`src/rtl/updown_ctrl_pkg.sv`:
```
// Shared types and constants for the up/down sweep controller that steers
// the 4-bit up/down counter through a bounded triangle.
package updown_ctrl_pkg;

  typedef enum logic [1:0] {
    IDLE = 2'd0,
    UP   = 2'd1,
    DOWN = 2'd2
  } state_e;

  localparam int WIDTH_DEFAULT = 4;
  localparam int SW_DEFAULT    = 8;
  localparam int MIN_SPAN      = 2;

  // A window needs room for at least one interior value, otherwise the
  // turn-early compares against hi-1 and lo+1 would fire immediately.
  function automatic logic span_ok(input int unsigned lo, input int unsigned hi);
    return (hi > lo) && ((hi - lo) >= MIN_SPAN);
  endfunction

endpackage

```
`src/rtl/updown_sweep_ctrl.sv`:
```
// Drives an external up/down counter's ud/reset inputs from its Q feedback so
// the count sweeps lo..hi..lo for a programmed number of triangles.
module updown_sweep_ctrl
  import updown_ctrl_pkg::*;
#(
  parameter int WIDTH = WIDTH_DEFAULT,
  parameter int SW    = SW_DEFAULT
) (
  input  logic             clk,
  input  logic             reset,
  input  logic             start,
  input  logic             stop,
  input  logic [WIDTH-1:0] cfg_lo,
  input  logic [WIDTH-1:0] cfg_hi,
  input  logic [SW-1:0]    cfg_sweeps,
  input  logic [WIDTH-1:0] q_in,
  output logic             ud,
  output logic             cnt_reset,
  output logic             busy,
  output logic             done,
  output logic             cfg_err,
  output logic [SW-1:0]    sweep_cnt
);

  state_e           state_q, state_d;
  logic [WIDTH-1:0] lo_q, lo_d;
  logic [WIDTH-1:0] hi_q, hi_d;
  logic [SW-1:0]    sweeps_q, sweeps_d;
  logic [SW-1:0]    sweep_cnt_q, sweep_cnt_d;
  logic             ud_q, ud_d;
  logic             cnt_reset_q, cnt_reset_d;
  logic             busy_q, busy_d;
  logic             done_q, done_d;
  logic             cfg_err_q, cfg_err_d;

  logic [WIDTH-1:0] hi_m1;
  logic [WIDTH-1:0] lo_p1;
  logic [SW-1:0]    sweep_next;
  logic             cfg_valid;

  // Turning one count early lets ud flip on the same edge the counter lands
  // on the turnaround value, so it never overshoots.
  assign hi_m1      = hi_q - WIDTH'(1);
  assign lo_p1      = lo_q + WIDTH'(1);
  assign sweep_next = sweep_cnt_q + SW'(1);
  assign cfg_valid  = span_ok(32'(cfg_lo), 32'(cfg_hi));

  always_comb begin
    state_d     = state_q;
    lo_d        = lo_q;
    hi_d        = hi_q;
    sweeps_d    = sweeps_q;
    sweep_cnt_d = sweep_cnt_q;
    ud_d        = ud_q;
    cnt_reset_d = cnt_reset_q;
    busy_d      = busy_q;
    done_d      = 1'b0;
    cfg_err_d   = 1'b0;

    if (stop) begin
      state_d     = IDLE;
      ud_d        = 1'b1;
      cnt_reset_d = 1'b1;
      busy_d      = 1'b0;
    end else begin
      unique case (state_q)
        IDLE: begin
          ud_d        = 1'b1;
          cnt_reset_d = 1'b1;
          busy_d      = 1'b0;
          if (start) begin
            if (cfg_valid) begin
              lo_d        = cfg_lo;
              hi_d        = cfg_hi;
              sweeps_d    = cfg_sweeps;
              sweep_cnt_d = '0;
              cnt_reset_d = 1'b0;
              busy_d      = 1'b1;
              state_d     = UP;
            end else begin
              cfg_err_d = 1'b1;
            end
          end
        end
        UP: begin
          if (q_in >= hi_m1) begin
            ud_d    = 1'b0;
            state_d = DOWN;
          end
        end
        DOWN: begin
          if (q_in <= lo_p1) begin
            sweep_cnt_d = sweep_next;
            if ((sweeps_q != '0) && (sweep_next == sweeps_q)) begin
              done_d      = 1'b1;
              cnt_reset_d = 1'b1;
              busy_d      = 1'b0;
              ud_d        = 1'b1;
              state_d     = IDLE;
            end else begin
              ud_d    = 1'b1;
              state_d = UP;
            end
          end
        end
        default: begin
          state_d     = IDLE;
          ud_d        = 1'b1;
          cnt_reset_d = 1'b1;
          busy_d      = 1'b0;
        end
      endcase
    end
  end

  always_ff @(posedge clk) begin
    if (reset) begin
      state_q     <= IDLE;
      lo_q        <= '0;
      hi_q        <= '0;
      sweeps_q    <= '0;
      sweep_cnt_q <= '0;
      ud_q        <= 1'b1;
      cnt_reset_q <= 1'b1;
      busy_q      <= 1'b0;
      done_q      <= 1'b0;
      cfg_err_q   <= 1'b0;
    end else begin
      state_q     <= state_d;
      lo_q        <= lo_d;
      hi_q        <= hi_d;
      sweeps_q    <= sweeps_d;
      sweep_cnt_q <= sweep_cnt_d;
      ud_q        <= ud_d;
      cnt_reset_q <= cnt_reset_d;
      busy_q      <= busy_d;
      done_q      <= done_d;
      cfg_err_q   <= cfg_err_d;
    end
  end

  assign ud        = ud_q;
  assign cnt_reset = cnt_reset_q;
  assign busy      = busy_q;
  assign done      = done_q;
  assign cfg_err   = cfg_err_q;
  assign sweep_cnt = sweep_cnt_q;

endmodule

```
`config.mk`:
```
export PLATFORM = sky130hd
export DESIGN_NAME = updown_sweep_ctrl
export DESIGN_NICKNAME = d
export VERILOG_FILES = /design/src/rtl/updown_ctrl_pkg.sv /design/src/rtl/updown_sweep_ctrl.sv
export SDC_FILE = /design/constraint.sdc
export NUM_CORES = 1
export LEC_CHECK = 0
export ABC_AREA = 0
export CAP_MARGIN = 20
export CELL_PAD_IN_SITES_DETAIL_PLACEMENT = 2
export CELL_PAD_IN_SITES_GLOBAL_PLACEMENT = 2
export CORE_AREA = 2 2 85 87
export CTS_CLUSTER_SIZE = 40
export DETAILED_ROUTE_END_ITERATION = 12
export DIE_AREA = 0 0 87 89
export PLACE_DENSITY_LB_ADDON = 0.1
export SYNTH_ARGS = -nofsm -noshare
export SYNTH_HDL_FRONTEND = slang
export SYNTH_SLANG_ARGS = --single-unit
```
`constraint.sdc`:
```
create_clock -name clk -period 2.59 [get_ports clk]
set_input_delay 0.3885 -clock clk [delete_from_list [all_inputs] [get_ports clk]]
set_output_delay 0.3885 -clock clk [all_outputs]
set_load 0.1 [all_outputs]
```
# Word-level counts from Yosys, hierarchy flattened
# Index checks and enable logic that the tools add are counted.
# totals
ff_bits	31
latchBits	0
word_cells	69
ram_bits	0
output_inout_bits	13
mem_count	0
mem_bits_ro	0
# classes
bitwise_logic	6
n_lt_le_gt_ge	4
n_mux	24
n_shift	0
div_mod_pow	0
reduce_logical	13
multipliers	0
n_eq_ne	8
addsub	4
# ops
operator	n
$ge 32x2->1 const B	1
$mux 8	3
$pmux 8 s2	1
$mux 1	12
$ne 2x2->1 const B	5
$add 8x1->8 const B	1
$eq 8x8->1	1
$mux 2	4
$reduce_and 4->1	2
$reduce_bool 8->1	1
$reduce_or 4->1	2
$not 1->1	6
$pmux 1 s3	2
$pmux 2 s3	1
$reduce_and 5->1	1
$sub 4x4->5	1
$add 4x1->4 const B	1
$ge 4x4->1	1
$gt 4x4->1	1
$le 4x4->1	1
$sub 4x1->4 const B	1
$reduce_and 3->1	1
$eq 2x1->1 const B	1
$eq 2x2->1 const B	1
6 further kinds	7

# Logic depth before layout (Yosys ltp)
# Gate-level depths: netlist of the first run.
# logic_depth
depth_word	6
ltp_mapped	11
mapped_depth_nobuf	10

# Worst setup path after synthesis of the first run
# Ideal clock, no wire load.
# synth_timing
kind	reg2reg
startpoint	register sweep_cnt_q[0], in the netlist sweep_cnt[0]
endpoint	register busy_q, in the netlist busy
period_less_slack_ns	2.610
required_time_ns	2.474
n_path_buf	0
t_arrival_ns	2.493
path_stages_with_launch	8
path_slack_ns	-0.020
path_cell_list	dfxtp_1 > ha_1 > xor2_1 > a211oi_1 > nand3_1 > a2111oi_4 > nand3b_1 > and4_1
# synth_via
elab_chain_cells	5
# synth_lines
element	line_no	source
from (decl)	updown_sweep_ctrl.sv:29	logic [SW-1:0] sweep_cnt_q, sweep_cnt_d;
from (signal assigned)	updown_sweep_ctrl.sv:133	sweep_cnt_q <= sweep_cnt_d;
$add 8x1->8	updown_sweep_ctrl.sv:45	assign sweep_next = sweep_cnt_q + SW'(1);
$eq 8x8->1	updown_sweep_ctrl.sv:94	if ((sweeps_q != '0) && (sweep_next == sweeps_q)) begin
$logic_and 1x1->1	updown_sweep_ctrl.sv:94	
$ne 2x2->1 (no source line)	-	
$reduce_and 3->1 (no source line)	-	
to (signal assigned)	updown_sweep_ctrl.sv:136	busy_q <= busy_d;
to (decl)	updown_sweep_ctrl.sv:32	logic busy_q, busy_d;
# No other way between the ends.
# A chain may end at the register's enable or synchronous reset.

# Worst setup path in the final report of the first run
# layout_timing
startpoint	input port cfg_lo[2]
endpoint	register cnt_reset_q, in the netlist cnt_reset
# layout_via
elab_chain_cells	6
# layout_lines
element	line_no	source
from (decl)	updown_sweep_ctrl.sv:13	input logic [WIDTH-1:0] cfg_lo,
$sub 4x4->5	updown_ctrl_pkg.sv:18	return (hi > lo) && ((hi - lo) >= MIN_SPAN);
$ge 32x2->1	updown_ctrl_pkg.sv:18	
$logic_and 1x1->1 (*)	updown_ctrl_pkg.sv:18	
$mux 1 (*)	updown_sweep_ctrl.sv:72	if (cfg_valid) begin
$mux 1 (*)	updown_sweep_ctrl.sv:71	if (start) begin
$pmux 1 s3 (*)	updown_sweep_ctrl.sv:66	unique case (state_q)
to (signal assigned)	updown_sweep_ctrl.sv:135	cnt_reset_q <= cnt_reset_d;
to (decl)	updown_sweep_ctrl.sv:31	logic cnt_reset_q, cnt_reset_d;
# Mark *: on every way between the ends. The rest lies on a longest branch, timed or not.

==> results of run 1 <==
[synthesized netlist by cell type, drive strengths merged, types with 3 or more instances]
library cell | number | area, um^2
xor2 | 5 | 43.8
a21oi | 7 | 35.0
o211ai | 5 | 37.5
ha | 15 | 188
nand2 | 36 | 135
a21o | 3 | 22.5
o311ai | 3 | 26.3
dfxtp | 31 | 621
nand4 | 3 | 18.8
inv | 13 | 48.8
a211oi | 5 | 37.5
nand3 | 7 | 35.0
o41ai | 4 | 35.0
nor4 | 4 | 40.0
mux2i | 13 | 134
nor2 | 14 | 52.6
clkbuf | 6 | 22.5
nor2b | 3 | 18.8
o21ai | 6 | 30.0
xnor2 | 11 | 96.3
buf | 6 | 43.8
nand2b | 5 | 31.3
and3 | 3 | 18.8
[logic make-up after synthesis]
group                      Yosys count  synth area share (%)
adders and majority gates           16                  10.0
xor gates and xnor gates            16                  6.77
AOI/OAI and AO/OA                   51                  18.9
buffers and inverters               26                  5.74
muxes                               13                  6.47
DFF                                 31                  30.0
and+or+nand+nor                     90                  22.2
[flip-flops by register name, indices dropped and copies added, names as in the netlist]
register   flops
sweep_cnt      8
state_q        2
cfg_err        1
busy           1
cnt_reset      1
hi_q           4
done           1
ud             1
sweeps_q       8
lo_q           4
[power breakdown]
part	internal (uW)	switching [uW]
registers	490	15.1
clock network	187	195
logic	142	149
total	819	359
[tightest hold or removal path: stages]
cell	delay, ns
sky130_fd_sc_hd__dlymetal6s2s_1	0.13
sky130_fd_sc_hd__nand2_1	0.08
sky130_fd_sc_hd__mux2i_1	0.07
[cells in the final DEF, fill, tap and decap left out, types with 3 or more instances in the layout]
cell	n
sky130_fd_sc_hd__nand2_1	36
sky130_fd_sc_hd__buf_4	35
sky130_fd_sc_hd__dfxtp_1	29
sky130_fd_sc_hd__clkdlybuf4s50_1	21
sky130_fd_sc_hd__nor2_1	12
sky130_fd_sc_hd__mux2i_1	12
sky130_fd_sc_hd__ha_1	12
sky130_fd_sc_hd__inv_1	11
sky130_fd_sc_hd__xnor2_1	11
sky130_fd_sc_hd__nand3_1	7
sky130_fd_sc_hd__xor2_1	5
sky130_fd_sc_hd__o211ai_1	5
sky130_fd_sc_hd__a21oi_1	5
sky130_fd_sc_hd__nand2b_1	5
sky130_fd_sc_hd__clkbuf_8	5
sky130_fd_sc_hd__o21ai_0	4
sky130_fd_sc_hd__a211oi_1	4
sky130_fd_sc_hd__o41ai_1	4
sky130_fd_sc_hd__a21o_1	3
sky130_fd_sc_hd__nor2b_1	3
sky130_fd_sc_hd__and3_1	3
sky130_fd_sc_hd__nand4_1	3
sky130_fd_sc_hd__o311ai_1	3
sky130_fd_sc_hd__nor4_1	3
[routing by layer]
layer	track usage [%]	up-vias	share of wire (%)
met5	0	-	0
met4	3.84	0	0.71
met3	2.77	4	2.8
met2	27.1	33	45
met1	23.3	946	51
li1	-	992	-
[cell type report]
type | instances | area (um^2) | share of cell area, %
clock buffer | 5 | 68.8 | 2.47
clock inverter | 3 | 20.0 | 0.717
inverter | 14 | 52.6 | 1.88
multi-input combinational | 186 | 1400 | 50.0
sequential | 31 | 623 | 22.3
tap | 80 | 100 | 3.59
timing repair buffer | 61 | 532 | 19.0
[metrics by stage]
step                      std cells  area (um^2)  setup WS [ns]
after floorplan                 243         2070         0.0244
after global placement          370         2610         -0.344
after detailed placement        370         2610         -0.419
after CTS                       379         2730        0.00558
after global routing            380         2790        -0.0369
final                           380         2790         0.0592
[worst paths after layout]
check             from            to  slack (ns)
max          cfg_lo[2]     cnt_reset        0.06
min          cfg_lo[0]       lo_q[0]        0.43
min reg2reg    hi_q[1]       hi_q[1]        0.48
max reg2reg    lo_q[0]  sweep_cnt[1]        0.14
[repair_timing]
action,CTS,global route
setup buffers,0,2
hold buffers,0,0
gates cloned,1,0
resized for setup,6,17
setup endpoints to repair,24,27
pin swaps,2,10
==> parameters.txt, run 1 <==
Parameter                              Value

Timing
  Post-route setup TNS ... 0 ns
  Pins Over Slew Limit ... 0
  Worst-case clock skew ... 0.00952 ns
  Worst-Margin Slew ... 0.515 ns
  Highest clock rate ... 0.395 GHz
  Slew headroom ... 65.4%
  Hold Worst Slack ... 0.431 ns
  Post-route clock period utilization ... 97.7%
  Endpoints failing setup ... 0
  Final critical delay including setup and external delays ... 2.53 ns
  Fin. Hold Viols ... 0

Global route
  Via count of the first global-routing pass ... 2008
  Gr ovfl total ... 0
  GRT Overall Usage ... 16.7%
  Number of antenna violations at the first check in global routing ... 0
  First-pass GRT wire length ... 10.0 mm
  Maximum number of pins on one net before global-route repair ... 19

Worst setup path
  Critical-path cell list ... clkdlybuf4s50_1, inv_1, ha_4, and3b_1, or2_4, o31a_1, o31ai_4, clkdlybuf4s15_2, nand2_1, nand4_1
  Critical path fanouts, max ... 5
  Stages on the worst setup path ... 10
  WP data arrival ... 2.75 ns
  Required time of the critical path ... 2.81 ns
  Depth of the most critical reg-to-reg path ... 9
  Delay of the slowest cell on the worst path ... 0.47 ns
  Crit path kind ... input port to flop
  Setup crit start kind ... input port
  Kind of cell adding the most delay to the critical path ... buffers and inverters
  Buf/Inv on CP ... 3
  Slowest stage cell, crit path ... sky130_fd_sc_hd__clkdlybuf4s50_1
  Type of destination of the critical path ... flop

Drt
  Wirelength, routed ... 6.19 mm
  DR WL/cell ... 16.3 um
  Remaining antenna violation count ... 0
  Average via count per standard cell ... 5.20
  DR vias ... 1975
  DRC violation total after the first TritonRoute iteration ... 57
  DRC errors left ... 0
  Number of optimization iterations in the first detailed-route pass ... 4

Final layout
  Layout cell share with drive strength beyond 1 ... 21.3%
  Ant diodes ... 0
  Fillcell total ... 760
  Synthesis-to-layout area growth ... 34.8%
  Net total in the final layout ... 339
  Post-Route Utilization ... 41.5%

Pwr
  Total Power ... 1180 uW
  Max VDD drop ... 171 uV
  Leak Pwr ... 0.00113 uW
  Pwr per Cell Area ... 422 nW/um^2

Clock network
  Clock tree root driver cell ... sky130_fd_sc_hd__clkbuf_8
  Count of clock tree sinks ... 31
  Clock latency on the worst-skew pair ... 0.28 ns
  H-tree level count ... 2
  Clock buffer count from CTS ... 5
  Clk buf depth ... 2
  Reg clk slew, reported paths ... 0.07 ns
  CTS tree ... yes

Synthesis
  Count of warnings emitted by yosys ... 0
  Per-instance average area after synthesis ... 8.52 um^2
  Number of enable-type register cells in the synthesized netlist ... 0
  Sequential-to-total area share from yosys stat ... 30.0%
  Flop and latch count out of synthesis ... 31
  Netlist area before placement ... 2070 um^2
  FFs w/ async S/R, synth ... 0%
  Cell variety after synth ... 55
  Post-Synthesis Cells ... 243
  Primary FF master, synth ... sky130_fd_sc_hd__dfxtp_1
  Nets in the synthesized netlist ... 283

Min path
  Hold crit path type ... input port to flop
  Hold-critical path depth ... 3

Floorplan
  Starting utilization of the core area ... 30.8%
  Vertical die dimension ... 89 um
  Count of pins on the block boundary ... 37
  Core outline area ... 6720 um^2
  Floorplan die area ... 7740 um^2
  Number of placement rows ... 30
  Die X-Extent ... 87 um

Place
  Final RePlAce weighted congestion ... 0.871
  HPWL reported at the end of detailed placement ... 4.77 mm
  Number of buffer cells added on primary ports ... 36

Run
  Max-cap violation count ... 0

Run status
  Outcome ... completed
Note: power is estimated with default switching activity, not from simulation.
==> run 2, diff against run 1 <==
--- a/config.mk
+++ b/config.mk
@@ -9,11 +9,13 @@
 export CAP_MARGIN = 20
 export CELL_PAD_IN_SITES_DETAIL_PLACEMENT = 2
 export CELL_PAD_IN_SITES_GLOBAL_PLACEMENT = 2
-export CORE_AREA = 2 2 85 87
+export CORE_AREA = 4 4 87 89
 export CTS_CLUSTER_SIZE = 40
 export DETAILED_ROUTE_END_ITERATION = 12
-export DIE_AREA = 0 0 87 89
+export DIE_AREA = 0 0 91 93
 export PLACE_DENSITY_LB_ADDON = 0.1
+export SKIP_LAST_GASP = 1
 export SYNTH_ARGS = -nofsm -noshare
 export SYNTH_HDL_FRONTEND = slang
 export SYNTH_SLANG_ARGS = --single-unit
+export TNS_END_PERCENT = 50
==> run 2 against run 1 <==
Net effect:
- final cell count unchanged
- routed wire length grew 1.5%
- sequential power barely moved
- sequential share of layout area is 0.14 points lower
- worst setup slack better by 0.0094 ns
- non-clock buffer count unchanged
- via count down 0.56%
- clock power up 32%
- die area rose by 9.3%
- total power grew 10%
- clock skew rose by 0.0021 ns
- clock-buffer cell count up 1
- critical path type unchanged
==> parameters.txt, run 2 (synthesis gave the netlist of run 1 again) <==
Parameter                              Value

Final layout
  Most common cell after layout, fill and taps aside ... sky130_fd_sc_hd__buf_4
  Top library cells by usage in the layout, fill and taps aside ... sky130_fd_sc_hd__buf_4, sky130_fd_sc_hd__nand2_1, sky130_fd_sc_hd__dfxtp_1
  Synthesis-to-layout area growth ... 35.6%
  Net total in the final layout ... 339
  Ant diodes ... 0
  Multi-input logic area ... 1400 um^2
  Area used by sequential logic in the layout ... 623 um^2
  Layout cell share with drive strength beyond 1 ... 21.0%
  Post-Route Utilization ... 41.6%
  Fillcell total ... 769

Pwr
  Total Power ... 1300 uW
  Max VDD drop ... 200 uV
  Leak Pwr ... 0.00115 uW
  Pwr per Cell Area ... 462 nW/um^2

Worst setup path
  Critical path fanouts, max ... 7
  Critical-path cell list ... clkdlybuf4s50_1, inv_2, ha_4, o21bai_1, o21a_1, o211a_1, nor4_4, buf_4, nor2_1, o221a_1
  WP data arrival ... 2.69 ns
  Delay of the slowest cell on the worst path ... 0.47 ns
  Setup crit start kind ... input port
  Type of destination of the critical path ... flop
  Crit path kind ... input port to flop
  Reg2reg start ... lo_q[1]
  First element of the critical path ... cfg_lo[2]
  Slowest stage cell, crit path ... sky130_fd_sc_hd__clkdlybuf4s50_1
  Required time of the critical path ... 2.76 ns

Floorplan
  Core outline area ... 6760 um^2
  Count of pins on the block boundary ... 37
  Number of placement rows ... 30
  Die X-Extent ... 91 um
  Vertical die dimension ... 93 um
  Starting utilization of the core area ... 30.6%
  Floorplan die area ... 8460 um^2

Global route
  First-pass GRT wire length ... 10.6 mm
  Maximum number of pins on one net before global-route repair ... 20
  Gr ovfl total ... 0
  Via count of the first global-routing pass ... 2081
  GRT Overall Usage ... 15.4%
  Number of antenna violations at the first check in global routing ... 0

Timing
  Worst-case clock skew ... 0.0116 ns
  Final critical delay including setup and external delays ... 2.52 ns
  Slew headroom ... 69.0%
  Unrepaired setup endpoints after global routing ... yes
  Highest clock rate ... 0.397 GHz
  Worst-Margin Slew ... 0.462 ns
  Fin. Hold Viols ... 0
  Endpoints failing setup ... 0
  Pins Over Slew Limit ... 0
  Post-route clock period utilization ... 97.4%
  Final worst-path setup slack ... 0.0685 ns
  Hold Worst Slack ... 0.468 ns

Drt
  DRC violation total after the first TritonRoute iteration ... 98
  Number of optimization iterations in the first detailed-route pass ... 4
  Average via count per standard cell ... 5.17
  Remaining antenna violation count ... 0
  DRC errors left ... 0
  DR WL/cell ... 16.5 um
  DR vias ... 1964
  Wirelength, routed ... 6.28 mm

Min path
  Hold crit path type ... input port to flop
  Start point of the worst min-delay path ... cfg_lo[0]

Clock network
  Clock latency on the worst-skew pair ... 0.28 ns
  Count of clock tree sinks ... 31
  Reg clk slew, reported paths ... 0.06 ns
  CTS tree ... yes
  Clock tree root driver cell ... sky130_fd_sc_hd__clkbuf_8
  Clk buf depth ... 2
  H-tree level count ... 2
  Clock buffer count from CTS ... 5

Place
  HPWL reported at the end of detailed placement ... 5.06 mm
  Setup WS pre-CTS ... -0.415 ns
  Number of buffer cells added on primary ports ... 36
  Final RePlAce weighted congestion ... 0.802

Run status
  Outcome ... completed

Run
  Max-cap violation count ... 0
==> run 2: per-stage QoR <==
stage	cell area, um^2	TNS (ns)	instances
final	2810	0	380
after detailed placement	2610	-9.37	371
after global placement	2610	-7.31	371
after global routing	2810	-0.00652	380
after floorplan	2070	0	243
after CTS	2750	0	379
==> run 2: worst paths after layout <==
| path | endpoint | slack (ns) | depth (start not counted) |
|---|---|---|---|
| worst max-delay path | state_q[0] | 0.07 | 10 |
| worst min-delay path | lo_q[0] | 0.47 | 3 |
| worst max register to register | sweep_cnt[1] | 0.17 | 9 |
| worst min register to register | hi_q[1] | 0.48 | 2 |
==> run 2: layer usage <==
| layer | wire length (um) | track usage (%) |
|---|---|---|
| met5 | 0 | 0 |
| met4 | 43 | 3.77 |
| met3 | 164 | 2.57 |
| met2 | 2830 | 24.6 |
| met1 | 3250 | 21.5 |
==> run 2: what timing repair did <==
action / in CTS / in global routing
hold buffers: 0 / 0
pin swaps: 2 / 7
gates cloned: 0 / 0
endpoints found under the setup margin: 20 / 23
buffers inserted: 0 / 1
gates resized for setup: 6 / 15
==> run 2: critical path: cells and delay by family <==
kind            cells  cell delay (ns)
fa+ha+maj           1             0.25
compound gates      4             0.87
simple gates        2             0.47
buf+inv             3             0.72
==> run 2: report_power, final <==
| part | internal (uW) | switching (uW) | total (uW) |
|---|---|---|---|
| Combinational | 143 | 147 | 290 |
| Sequential | 490 | 15.7 | 505 |
| Clock | 311 | 192 | 504 |
==> run 2: area by class of cell <==
type / count / share of cell area, %
Timing Repair Buffer: 61 / 18.5
Inverter: 14 / 1.87
Tap cell: 80 / 3.56
Multi-Input combinational cell: 186 / 49.7
Sequential cell: 31 / 22.2
Clock inverter: 2 / 1.25
Clock buffer: 6 / 2.94
